===== config.mk =====
export PLATFORM = sky130hd
export DESIGN_NAME = track_pattern_editor
export DESIGN_NICKNAME = d
export VERILOG_FILES = /design/src/rtl/track_pkg.sv /design/src/rtl/step_cursor.sv /design/src/rtl/track_pattern_editor.sv
export SDC_FILE = /design/constraint.sdc
export NUM_CORES = 1
export LEC_CHECK = 0
export CAP_MARGIN = 20
export CORE_MARGIN = 5
export CORE_UTILIZATION = 35
export CTS_CLUSTER_SIZE = 8
export DETAILED_ROUTE_END_ITERATION = 10
export PLACE_DENSITY = 0.55
export SYNTH_ARGS = -nofsm -noshare
export SYNTH_HDL_FRONTEND = slang
export SYNTH_SLANG_ARGS = --single-unit

===== constraint.sdc =====
create_clock -name clk_i -period 3.67 [get_ports clk_i]
set_clock_uncertainty 0.2 [all_clocks]
set_input_delay 1.101 -clock clk_i [delete_from_list [all_inputs] [get_ports clk_i]]
set_output_delay 1.101 -clock clk_i [all_outputs]
set_load 0.05 [all_outputs]

===== src/rtl/track_pkg.sv =====
// Constants and state type shared by the pattern editor and the step iterator.
package track_pkg;

  localparam int unsigned STEPS  = 16;
  localparam int unsigned STEP_W = 4;

  typedef enum logic [1:0] {
    IDLE,
    REC,
    CLEAR
  } editor_state_t;

endpackage


===== src/rtl/step_cursor.sv =====
// 4-bit wrap-around up/down step counter; simultaneous inc and dec cancel.
module step_cursor
  import track_pkg::*;
(
  input  logic              clk_i,
  input  logic              rst_ni,
  input  logic              en_i,
  input  logic              inc_i,
  input  logic              dec_i,
  output logic [STEP_W-1:0] count_o
);

  logic [STEP_W-1:0] count_d, count_q;

  always_comb begin
    count_d = count_q;
    if (en_i && inc_i && !dec_i) begin
      count_d = count_q + STEP_W'(1);
    end else if (en_i && dec_i && !inc_i) begin
      count_d = count_q - STEP_W'(1);
    end
  end

  always_ff @(posedge clk_i or negedge rst_ni) begin
    if (!rst_ni) begin
      count_q <= '0;
    end else begin
      count_q <= count_d;
    end
  end

  assign count_o = count_q;

endmodule


===== src/rtl/track_pattern_editor.sv =====
// Step-sequencer pattern editor: cursor toggle, quantised record, swept clear.
// Optional one-level undo is built when EDITOR_UNDO_EN is defined.
module track_pattern_editor
  import track_pkg::*;
#(
  parameter int unsigned NUM_TRACKS = 4,
  parameter int unsigned SEL_W      = $clog2(NUM_TRACKS)
) (
  input  logic                        clk_i,
  input  logic                        reset_ni,
  input  logic                        btn_left_i,
  input  logic                        btn_right_i,
  input  logic                        btn_toggle_i,
  input  logic                        btn_rec_i,
  input  logic                        btn_clear_i,
  input  logic                        btn_undo_i,
  input  logic [SEL_W-1:0]            track_sel_i,
  input  logic [STEP_W-1:0]           play_iter_i,
  output logic [STEPS-1:0]            track_vec_o,
  output logic [STEPS*NUM_TRACKS-1:0] pattern_bus_o,
  output logic [STEP_W-1:0]           cursor_o,
  output logic                        rec_active_o,
  output logic                        busy_o
);

  editor_state_t    state_d, state_q;
  logic [SEL_W-1:0] sweep_d, sweep_q;
  logic [STEPS-1:0] pat_d [NUM_TRACKS];
  logic [STEPS-1:0] pat_q [NUM_TRACKS];
  logic             sel_valid, edit_ok, toggle_acc;

  assign sel_valid  = (32'(track_sel_i) < NUM_TRACKS);
  // Clear and record pulses swallow a toggle arriving in the same cycle.
  assign edit_ok    = (state_q != CLEAR) && !btn_clear_i && !btn_rec_i;
  assign toggle_acc = edit_ok && btn_toggle_i && sel_valid;

  step_cursor u_cursor (
    .clk_i   (clk_i),
    .rst_ni  (reset_ni),
    .en_i    (state_q != CLEAR),
    .inc_i   (btn_right_i),
    .dec_i   (btn_left_i),
    .count_o (cursor_o)
  );

  always_ff @(posedge clk_i or negedge reset_ni) begin
    if (!reset_ni) begin
      state_q <= IDLE;
    end else begin
      state_q <= state_d;
    end
  end

  always_comb begin
    state_d = state_q;
    unique case (state_q)
      IDLE: begin
        if (btn_clear_i)    state_d = CLEAR;
        else if (btn_rec_i) state_d = REC;
      end
      REC: begin
        if (btn_clear_i)    state_d = CLEAR;
        else if (btn_rec_i) state_d = IDLE;
      end
      CLEAR: begin
        if (sweep_q == SEL_W'(NUM_TRACKS - 1)) state_d = IDLE;
      end
      default: state_d = IDLE;
    endcase
  end

  always_comb begin
    rec_active_o = (state_q == REC);
    busy_o       = (state_q == CLEAR);
  end

`ifdef EDITOR_UNDO_EN
  logic [STEPS-1:0] snap_q;
  logic [SEL_W-1:0] snap_idx_q;
  logic             snap_vld_q, undo_acc;

  assign undo_acc = edit_ok && !btn_toggle_i && btn_undo_i && snap_vld_q;

  always_ff @(posedge clk_i or negedge reset_ni) begin
    if (!reset_ni) begin
      snap_q     <= '0;
      snap_idx_q <= '0;
      snap_vld_q <= 1'b0;
    end else if (state_q == CLEAR || btn_clear_i) begin
      snap_vld_q <= 1'b0;
    end else if (toggle_acc) begin
      snap_q     <= pat_q[track_sel_i];
      snap_idx_q <= track_sel_i;
      snap_vld_q <= 1'b1;
    end else if (undo_acc) begin
      snap_vld_q <= 1'b0;
    end
  end
`else
  logic unused_undo;
  assign unused_undo = btn_undo_i;
`endif

  always_comb begin
    pat_d   = pat_q;
    sweep_d = '0;
    if (state_q == CLEAR) begin
      pat_d[sweep_q] = '0;
      sweep_d        = sweep_q + SEL_W'(1);
    end else if (toggle_acc) begin
      // Toggle reads the pre-move cursor: cursor_o is the registered value.
      if (state_q == REC) begin
        pat_d[track_sel_i][play_iter_i] = 1'b1;
      end else begin
        pat_d[track_sel_i][cursor_o] = ~pat_q[track_sel_i][cursor_o];
      end
    end
`ifdef EDITOR_UNDO_EN
    else if (undo_acc) begin
      pat_d[snap_idx_q] = snap_q;
    end
`endif
  end

  always_ff @(posedge clk_i or negedge reset_ni) begin
    if (!reset_ni) begin
      sweep_q <= '0;
      for (int k = 0; k < NUM_TRACKS; k++) pat_q[k] <= '0;
    end else begin
      sweep_q <= sweep_d;
      for (int k = 0; k < NUM_TRACKS; k++) pat_q[k] <= pat_d[k];
    end
  end

  assign track_vec_o = sel_valid ? pat_q[track_sel_i] : '0;

  for (genvar k = 0; k < NUM_TRACKS; k++) begin : g_bus
    assign pattern_bus_o[STEPS*k +: STEPS] = pat_q[k];
  end

endmodule

# After elaboration in Yosys (flattened, before gate mapping)
# Cells that the tools add are included.
[totals] ram_bits=0 mem_count=0 latchBits=0 romBits=0 regBits=72 out_inout_bits=86 input_bits=14 word_cells=78
[op_classes] n_shift=0 bitwise_logic=6 magnitude_cmp=8 mul=0 div_mod_pow=0 n_mux=28 reduce_logical=19 n_eq_ne=7 add_sub_neg=3
[ops] operator="$mux W64" count=3
[ops] operator="$demux W16 S2" count=3
[ops] operator="$mux W16" count=5
[ops] operator="$and A64 B64 Y64" count=1
[ops] operator="$bwmux W64" count=1
[ops] operator="$not A64 Y64" count=1
[ops] operator="$or A64 B64 Y64" count=1
[ops] operator="$bmux W16 S2" count=1
[ops] operator="$mux W2" count=6
[ops] operator="$logic_and A1 B1 Y1" count=11
[ops] operator="$lt A4 B5 Y1 const B" count=2
[ops] operator="$demux W1 S4" count=2
[ops] operator="$ge A4 B1 Y1 const B" count=2
[ops] operator="$mux W4" count=2
[ops] operator="$ge A3 B3 Y1 const B" count=2
[ops] operator="$lt A3 B1 Y1 const B" count=2
[ops] operator="$ne A3 B3 Y1 const B" count=2
[ops] operator="$not A2 Y3" count=2
[ops] operator="$pmux W2 S3" count=1
[ops] operator="$add A4 B1 Y4 const B" count=1
[ops] operator="$bmux W1 S4" count=1
[ops] operator="$eq A2 B2 Y1 const B" count=2
[ops] operator="$logic_not A1 Y1" count=4
[ops] operator="$reduce_bool A2 Y1" count=2
[ops] operator="9 further kinds" count=11

# Depth between registers and ports, before layout
# Gate-level depths: netlist (run 1).
[depth] ltp_word=11 depth_mapped=10 depth_no_buf=9

# By module
# A second synthesis (run 1) with hierarchy kept.
[unflattened] hier_cells=838 area_unflattened_um2=6377.4
[by_module_without_submodules] module="track_pattern_editor" area_each_um2=6125.9 seq_area_each_um2=1701.6 cells_each=818 n_inst=1
[by_module_without_submodules] module="step_cursor" area_each_um2=251.5 seq_area_each_um2=100.1 cells_each=20 n_inst=1

# Worst setup path before layout (run 1)
# No wires, ideal clock.
[synth_path] path_kind="input to output" startpoint="input port track_sel_i[0]" endpoint="output port track_vec_o[5]" path_slack_ps=-211 t_arrival_ps=2580 required_ps=2369 path_stages=7 path_buffers=3 cell_sequence="clkbuf_4 buf_6 buf_6 nand2_1 o21ai_0 nor2_1 a21oi_1"
[synth_via] elab_chain_cells=4
[synth_lines] item="start: declaration" line="track_pattern_editor.sv:17" source="input logic [SEL_W-1:0] track_sel_i,"
[synth_lines] item="$not A2 Y3 (not written as such)" line="track_pattern_editor.sv:135" source="assign track_vec_o = sel_valid ? pat_q[track_sel_i] : '0;"
[synth_lines] item="$bmux W16 S2" line="track_pattern_editor.sv:135"
[synth_lines] item="$mux W16 (not written as such) (2 in a row)" line="track_pattern_editor.sv:135"
[synth_lines] item="end: declaration" line="track_pattern_editor.sv:19" source="output logic [STEPS-1:0] track_vec_o,"
# No other way between the ends. The select of a mux whose other input is x is not followed.

# Worst setup path after layout (run 1)
[layout_path] startpoint="input port track_sel_i[0]" endpoint="output port track_vec_o[11]"
# The elaborated chain is that of the path after synthesis.

==> results.md, run 1 <==
* Die W at 145.5 um
* First-pass GRT wire length at 37830 um
* Flop-to-flop setup slack at slightly below 0.8 ns
* Antenna Cells at 0
* Clk root buf: clkbuf_16
* Vias at approximately 6900
* Crit Path Class: in -> out
* Final Critical Period at ~3.5 ns
* Synth async-reset ratio at 100.0%
* Initial Util at between 30% and 40%
* FF-to-FF End: u_cursor.count_o[3]
* Sw Ratio at a little over half
* CP Launch Type: primary input
* Clock sinks at a little over 70
* Depth of the worst register-to-register path at 9
* Share of cells above drive strength 1 at 13.80%
* Post-Place Setup Slack at 0.05337 ns
* PortBufs at 98
* HP Class: reg -> reg
* Clk_lat worst skew at ~0.35 ns
* Clock power frac at 12.1%
* Final WL at roughly 24000 um
* Vias per cell at 5.996
* Die footprint at roughly 21000 sq um
* Final Net Count at 940
* CP Max Fanout at 23
* Sequential area share after synthesis at 28.05%
* Maximum VDD drop at around 0.00055 V
* Synth Net Count at about 860
* DR WL/cell at between 20 and 25 um
* Hold_buf cts at 0
* FMAX at 283.3 MHz
* Worst path required time at roughly 2.4 ns
* Power Density at between 900 and 1000 nW/um^2
* Final period util at a little over nine tenths
* Layout area overhead at 28.69%
* Total of max-cap violations at 0
* Leading register cell type out of synthesis: dfrtp_1
* CTS Buffer Depth at 2
* Pint at between 0.003 and 0.004 W
* Utilization after layout at between 40% and 50%
* Yosys warnings at 0
* Crit path arrival time at ~2.2 ns
* CP Capture Type: output port
* Status: completed
* Relative max-transition margin at approximately half
* Gr ovfl total at 0
* Synthesized area at about 6400 sq um
* Finish-stage setup viols at 0
* NetSw at between 0.004 and 0.005 W
* DR DRC count at 0
* Final hold vios at 0
* Post-synth EDFFs at 0
* Lkg Pwr at about 3.2 nW
* Post_cts resized at 0
* Die Ht at approximately 150 um
* Largest net degree at the start of global routing at 73
* Fin worst setup slack at ~0.14 ns
* Detail Placement HPWL at between 15000 and 20000 um
* Core footprint at between 15000 and 20000 sq um
* Hold_sp: sweep_q[0]
* R2r startpoint: state_q[0]
* Max Slew Vio Count at 0
* CTS buffer count at 9
* FP Rows at between 40 and 50
* Vias in the first global route at around 6400
* CTS tree: built
* Initial DRC count at roughly 860
* Antenna Nets Post-Route at 0
* Cell variety after synth at between 50 and 60
* End of the worst hold path: sweep_q[0]
* Initial antenna violation count at 0
* Yosys reg bits at between 70 and 80
* Synth Instances at 840
* WHS at ~0.3 ns
* Final RePlAce weighted congestion at ~0.92
* Slew @ Worst Pin at 0.7216 ns
* IO Count at 100
* Post-CTS setup buffers at 0
* H-tree levels at 3
* RSZ-0062 raised after global routing: false
* Gr usage total at between 20% and 30%
* Clock-pin slew on the worst setup and hold paths at about 0.060 ns
* Mean Syn Cell Area at roughly 7.6 sq um
* Sequential share of power at 19.2%
* Hold path depth at 1
* DR pass1 iterations at 5
* Gate power share at around 69%
cell type report:
class                      instances  area [sq um]
multi-input combinational        667          4208
fill                            1817          9758
clock inverter                     3         40.04
clock buffer                      12         266.5
inverter                          20         75.07
timing repair buffer             146          1589
tap                              229         286.5
sequential                        72          1802
cell families after synthesis:
kind of cell / Yosys count / synth area share, %
xor gates and xnor gates: 4 / 0.5455
DFF: 72 / 28.05
adders and majority gates: 10 / 2.065
buffers and inverters: 101 / 7.324
muxes: 34 / 5.571
and+or+nand+nor: 336 / 27.33
AOI/OAI and AO/OA: 283 / 29.12
how the worst max path moves through the flow:
stage                   startpoint                  end  slack (ns)  cells after the start
finish              track_sel_i[0]      track_vec_o[11]        0.14                      6
global route        track_sel_i[1]       track_vec_o[8]        0.11                      4
CTS                 track_sel_i[0]      track_vec_o[11]        0.14                      6
detailed placement     btn_right_i  u_cursor.count_o[3]        0.05                      8
floorplan           track_sel_i[1]       track_vec_o[0]       -0.06                      3
global placement       btn_right_i  u_cursor.count_o[3]        0.09                      8
power by group through the flow:
stage | Clock [W] | Combinational [W] | Sequential [W]
after floorplan | 0 | 0.00265 | 0.00232
after global placement | 0 | 0.00524 | 0.00150
after detailed placement | 0 | 0.00527 | 0.00149
after CTS | 0.000953 | 0.00529 | 0.00148
after global routing | 0.000983 | 0.00569 | 0.00153
final | 0.000938 | 0.00532 | 0.00149
sequential cells by signal, indices dropped and copies added, names as in the netlist:
name and count:
pattern_bus_o 64, state_q 2, sweep_q 2, u_cursor.count_o 4
worst max-delay path, stage by stage:
cell and delay [ns]:
buf_2 0.13, buf_12 0.17, mux2_2 0.27, nor2_1 0.04
a21oi_1 0.31, buf_12 0.19
cell usage in the layout, fill, tap and decap left out, types with 6 or more instances in the layout:
cell,count
ha_1,7
and3_1,25
clkbuf_16,9
o21ai_0,47
or3_1,20
buf_4,41
nor3_1,43
o22ai_1,6
a21oi_1,74
dfrtp_1,72
or2_2,9
a311o_1,16
a41oi_1,36
nor3b_1,20
clkdlybuf4s50_1,79
nand2_1,42
mux2i_1,20
a221o_1,24
buf_12,24
nand2b_1,40
a21oi_2,11
o21ai_1,33
inv_1,20
o21a_1,24
nor4_1,9
nor2_1,101
mux2_2,12
through the flow:
stage	instances	setup TNS [ns]	area, sq um	power [W]
floorplan	840	-0.2248	6465	0.004975
global placement	1134	0	7960	0.006740
detailed placement	1134	0	7960	0.006765
CTS	1149	0	8267	0.007726
global route	1149	0	8267	0.008202
finish	1149	0	8267	0.007751
cells in the mapped netlist, types with 12 or more instances:
master / instances / area share [%]
nor2_1: 101 / 5.9
a21oi_1: 85 / 6.6
dfrtp_1: 72 / 28
clkbuf_1: 47 / 2.7
o21ai_0: 47 / 3.7
nor3_1: 43 / 3.4
nand2_1: 42 / 2.5
nand2b_1: 40 / 3.9
a41oi_1: 36 / 4.9
o21ai_1: 33 / 2.6
and3_1: 25 / 2.4
a221o_1: 24 / 3.7
o21a_1: 24 / 2.8
inv_1: 20 / 1.2
mux2i_1: 20 / 3.1
nor3b_1: 20 / 2.3
or3_1: 20 / 1.9
a311o_1: 16 / 2.5
buf_2: 13 / 1.0
mux2_2: 12 / 2.1
per-layer routing:
| layer | share of wire, % | up-vias | GRT usage, % | wire [um] |
|---|---|---|---|---|
| met5 | 0 | - | 0 | 0 |
| met4 | 1.6 | 0 | 6.110 | 380 |
| met3 | 7.7 | 27 | 3.426 | 1866 |
| met2 | 46 | 281 | 34.06 | 11140 |
| met1 | 45 | 3326 | 31.84 | 10750 |
| li1 | - | 3255 | - | - |
No activity file was read; power rests on OpenSTA's default activity.
==> run 2: changes to the inputs <==
--- a/config.mk
+++ b/config.mk
@@ -10,5 +10,3 @@
 export CORE_UTILIZATION = 35
-export CTS_CLUSTER_SIZE = 8
 export DETAILED_ROUTE_END_ITERATION = 10
-export PLACE_DENSITY = 0.55
 export SYNTH_ARGS = -nofsm -noshare
==> constraint.sdc (replaced) <==
create_clock -name clk_i -period 3.67 [get_ports clk_i]
set_clock_uncertainty 0.2 [all_clocks]
set_input_delay 0.5505 -clock clk_i [delete_from_list [all_inputs] [get_ports clk_i]]
set_output_delay 0.5505 -clock clk_i [all_outputs]
set_load 0.05 [all_outputs]
==> run 2 against run 1 <==
  * Clock power down 13%
  * Sequential power up 3%
  * Routed wire length up 0.24%
==> results.md, run 2 (same netlist as run 1, synthesis figures left out) <==
* Hold_sp: sweep_q[0]
* IO Count at 100 (unchanged)
* Core footprint at 18020 sq um (unchanged)
* Die Ht at 145.5 um (unchanged)
* Relative max-transition margin at 36.42% (-15 points)
* GR Layer Usage met2 at 33.56% (-0.51 points)
* Maximum VDD drop at 0.0006798 V (+25%)
* Final period util at 90.37% (-5.8 points)
* Final Critical Period at 3.317 ns (-0.2136 ns)
* Gr usage total at 21.79% (-0.21 points)
* FP Rows at 49 (unchanged)
* CP Max Fanout at 14 (-39%)
* Utilization after layout at 43.56% (-2.3 points)
* RSZ-0062 raised after global routing: false
* Total of max-cap violations at 0 (unchanged)
* Initial antenna violation count at 0 (unchanged)
* Largest net degree at the start of global routing at 129 (+77%)
* Final WL at 24200 um (+0.24%)
* CP Launch Type: primary input
* Final Net Count at 923 (-1.8%)
* Final hold vios at 0 (unchanged)
* Post-CTS setup buffers at 0 (unchanged)
* FMAX at 301.5 MHz (+6.4%)
* DR WL/cell at 21.40 um (+1.8%)
* Gr busiest metal: met2
* Clk root buf: clkbuf_16
* Final RePlAce weighted congestion at 0.8400 (-8.2%)
* Met3 usage at 3.114% (-0.31 points)
* Antenna Nets Post-Route at 0 (unchanged)
* Antenna Cells at 0 (unchanged)
* Commonest non-fill, non-tap cell in the layout: nor2_1
* Status: completed
* Initial DRC count at 906 (+6.0%)
* Vias per cell at 6.247 (+4.2%)
* Power Density at 945.6 nW/um^2 (+0.85%)
* Vias in the first global route at 6588 (+2.4%)
* Post-Place Setup Slack at 0.4196 ns (+0.3662 ns)
* WHS at 0.2921 ns (-0.007034 ns)
* Detail Placement HPWL at 15890 um (-3.8%)
* Vias at 7065 (+2.6%)
* Share of cells above drive strength 1 at 8.647% (-5.2 points)
* Filler instances at 1863 (+2.5%)
* Post_cts resized at 0 (unchanged)
* Clock sinks at 72 (unchanged)
* Crit path arrival time at 2.57 ns (+0.34 ns)
* CTS buffer count at 9 (unchanged)
* Total power at 0.007424 W (-4.2%)
* CTS tree: built
* CTS Buffer Depth at 2 (unchanged)
* Worst path required time at 2.92 ns (+0.55 ns)
* CP Capture Type: output port
* Most frequent cells in the layout: 101 x nor2_1, 95 x clkdlybuf4s50_1, 85 x a21oi_1
* DR DRC count at 0 (unchanged)
* Fin worst setup slack at 0.3533 ns (+0.2136 ns)
* Initial Util at 35.64% (unchanged)
* H-tree levels at 3 (unchanged)
* R2r startpoint: state_q[0]
* Die footprint at 21160 sq um (unchanged)
* First-pass GRT wire length at 37810 um (about the same)
* PortBufs at 98 (unchanged)
* GR Util met1 at 31.40% (-0.44 points)
* Finish-stage setup viols at 0 (unchanged)
* CP startpoint: track_sel_i[0]
* Gr ovfl total at 0 (unchanged)
* HP Class: reg -> reg
* Clock-pin slew on the worst setup and hold paths at 0.06 ns (about the same)
* Crit Path Class: in -> out
* DR pass1 iterations at 7 (+2)
* Die W at 145.5 um (unchanged)
* Lkg Pwr at 2.990 nW (-6.7%)
* Max Slew Vio Count at 0 (unchanged)
* Layout area overhead at 22.22%
* Setup Total Neg Slack at 0 ns (unchanged)
* Number of flip-flops under the largest register name at 64 (unchanged)
* Clk_lat worst skew at 0.34 ns (about the same)
* Slew @ Worst Pin at 0.9463 ns (+0.2247 ns)
[run 2: changes by cell type in the layout (fill, tap and decap cells not counted), sizes merged]
cell           previous run  this run
clkbuf                   12        13
bufinv                    1         0
buf                      67        33
clkinv                    2         1
dlygate4sd3               0         1
clkdlybuf4s50            79        95
[run 2: what timing repair did]
| action | 4_1_cts | 5_1_grt |
|---|---|---|
| setup endpoints to repair | 0 | 0 |
| hold buffers | 0 | 1 |
| endpoints found under the hold margin | 0 | 2 |
[run 2: final timing paths]
path                       cells after the start  slack, ns                  end
min in group asynchronous                      2       0.50    pattern_bus_o[35]
max in group asynchronous                      3       2.15     pattern_bus_o[6]
hold / removal                                 1       0.29           sweep_q[0]
setup reg to reg                               9       0.67  u_cursor.count_o[3]
hold reg to reg                                1       0.29           sweep_q[0]
setup / recovery                               5       0.35       track_vec_o[5]
[run 2: final cells by class]
class / count / area, sq um / share of cell area [%]
clock inverters: 1 / 5.005 / 0.06375
multi-input cells: 667 / 4167 / 53.07
well taps: 229 / 286.5 / 3.649
flip-flops and latches: 72 / 1802 / 22.95
repair buffers: 129 / 1266 / 16.13
inverters: 20 / 75.07 / 0.9562
clock buffers: 13 / 250.2 / 3.187
[run 2: per-layer routing]
metal	wire (um)	part of all wire [%]
met5	0	0
met4	579	2.4
met3	1771	7.3
met2	10920	45
met1	10930	45
[run 2: power breakdown]
group / switching [W] / internal, W
logic: 0.00338 / 0.00170
registers: 0.000435 / 0.00109
clock network: 0.000346 / 0.000469
[run 2: worst max-delay path, cell delays in order]
cell             delay [ns]
buf_2                  0.26
o21ai_0                0.56
nor2_1                 0.08
a21oi_1                0.24
clkdlybuf4s50_1        0.85
[run 2: metrics by stage]
step	instance area (sq um)	std cells
final	7851	1131
after global routing	7851	1131
after CTS	7821	1129
after detailed placement	7566	1115
after global placement	7566	1115
after floorplan	6424	840
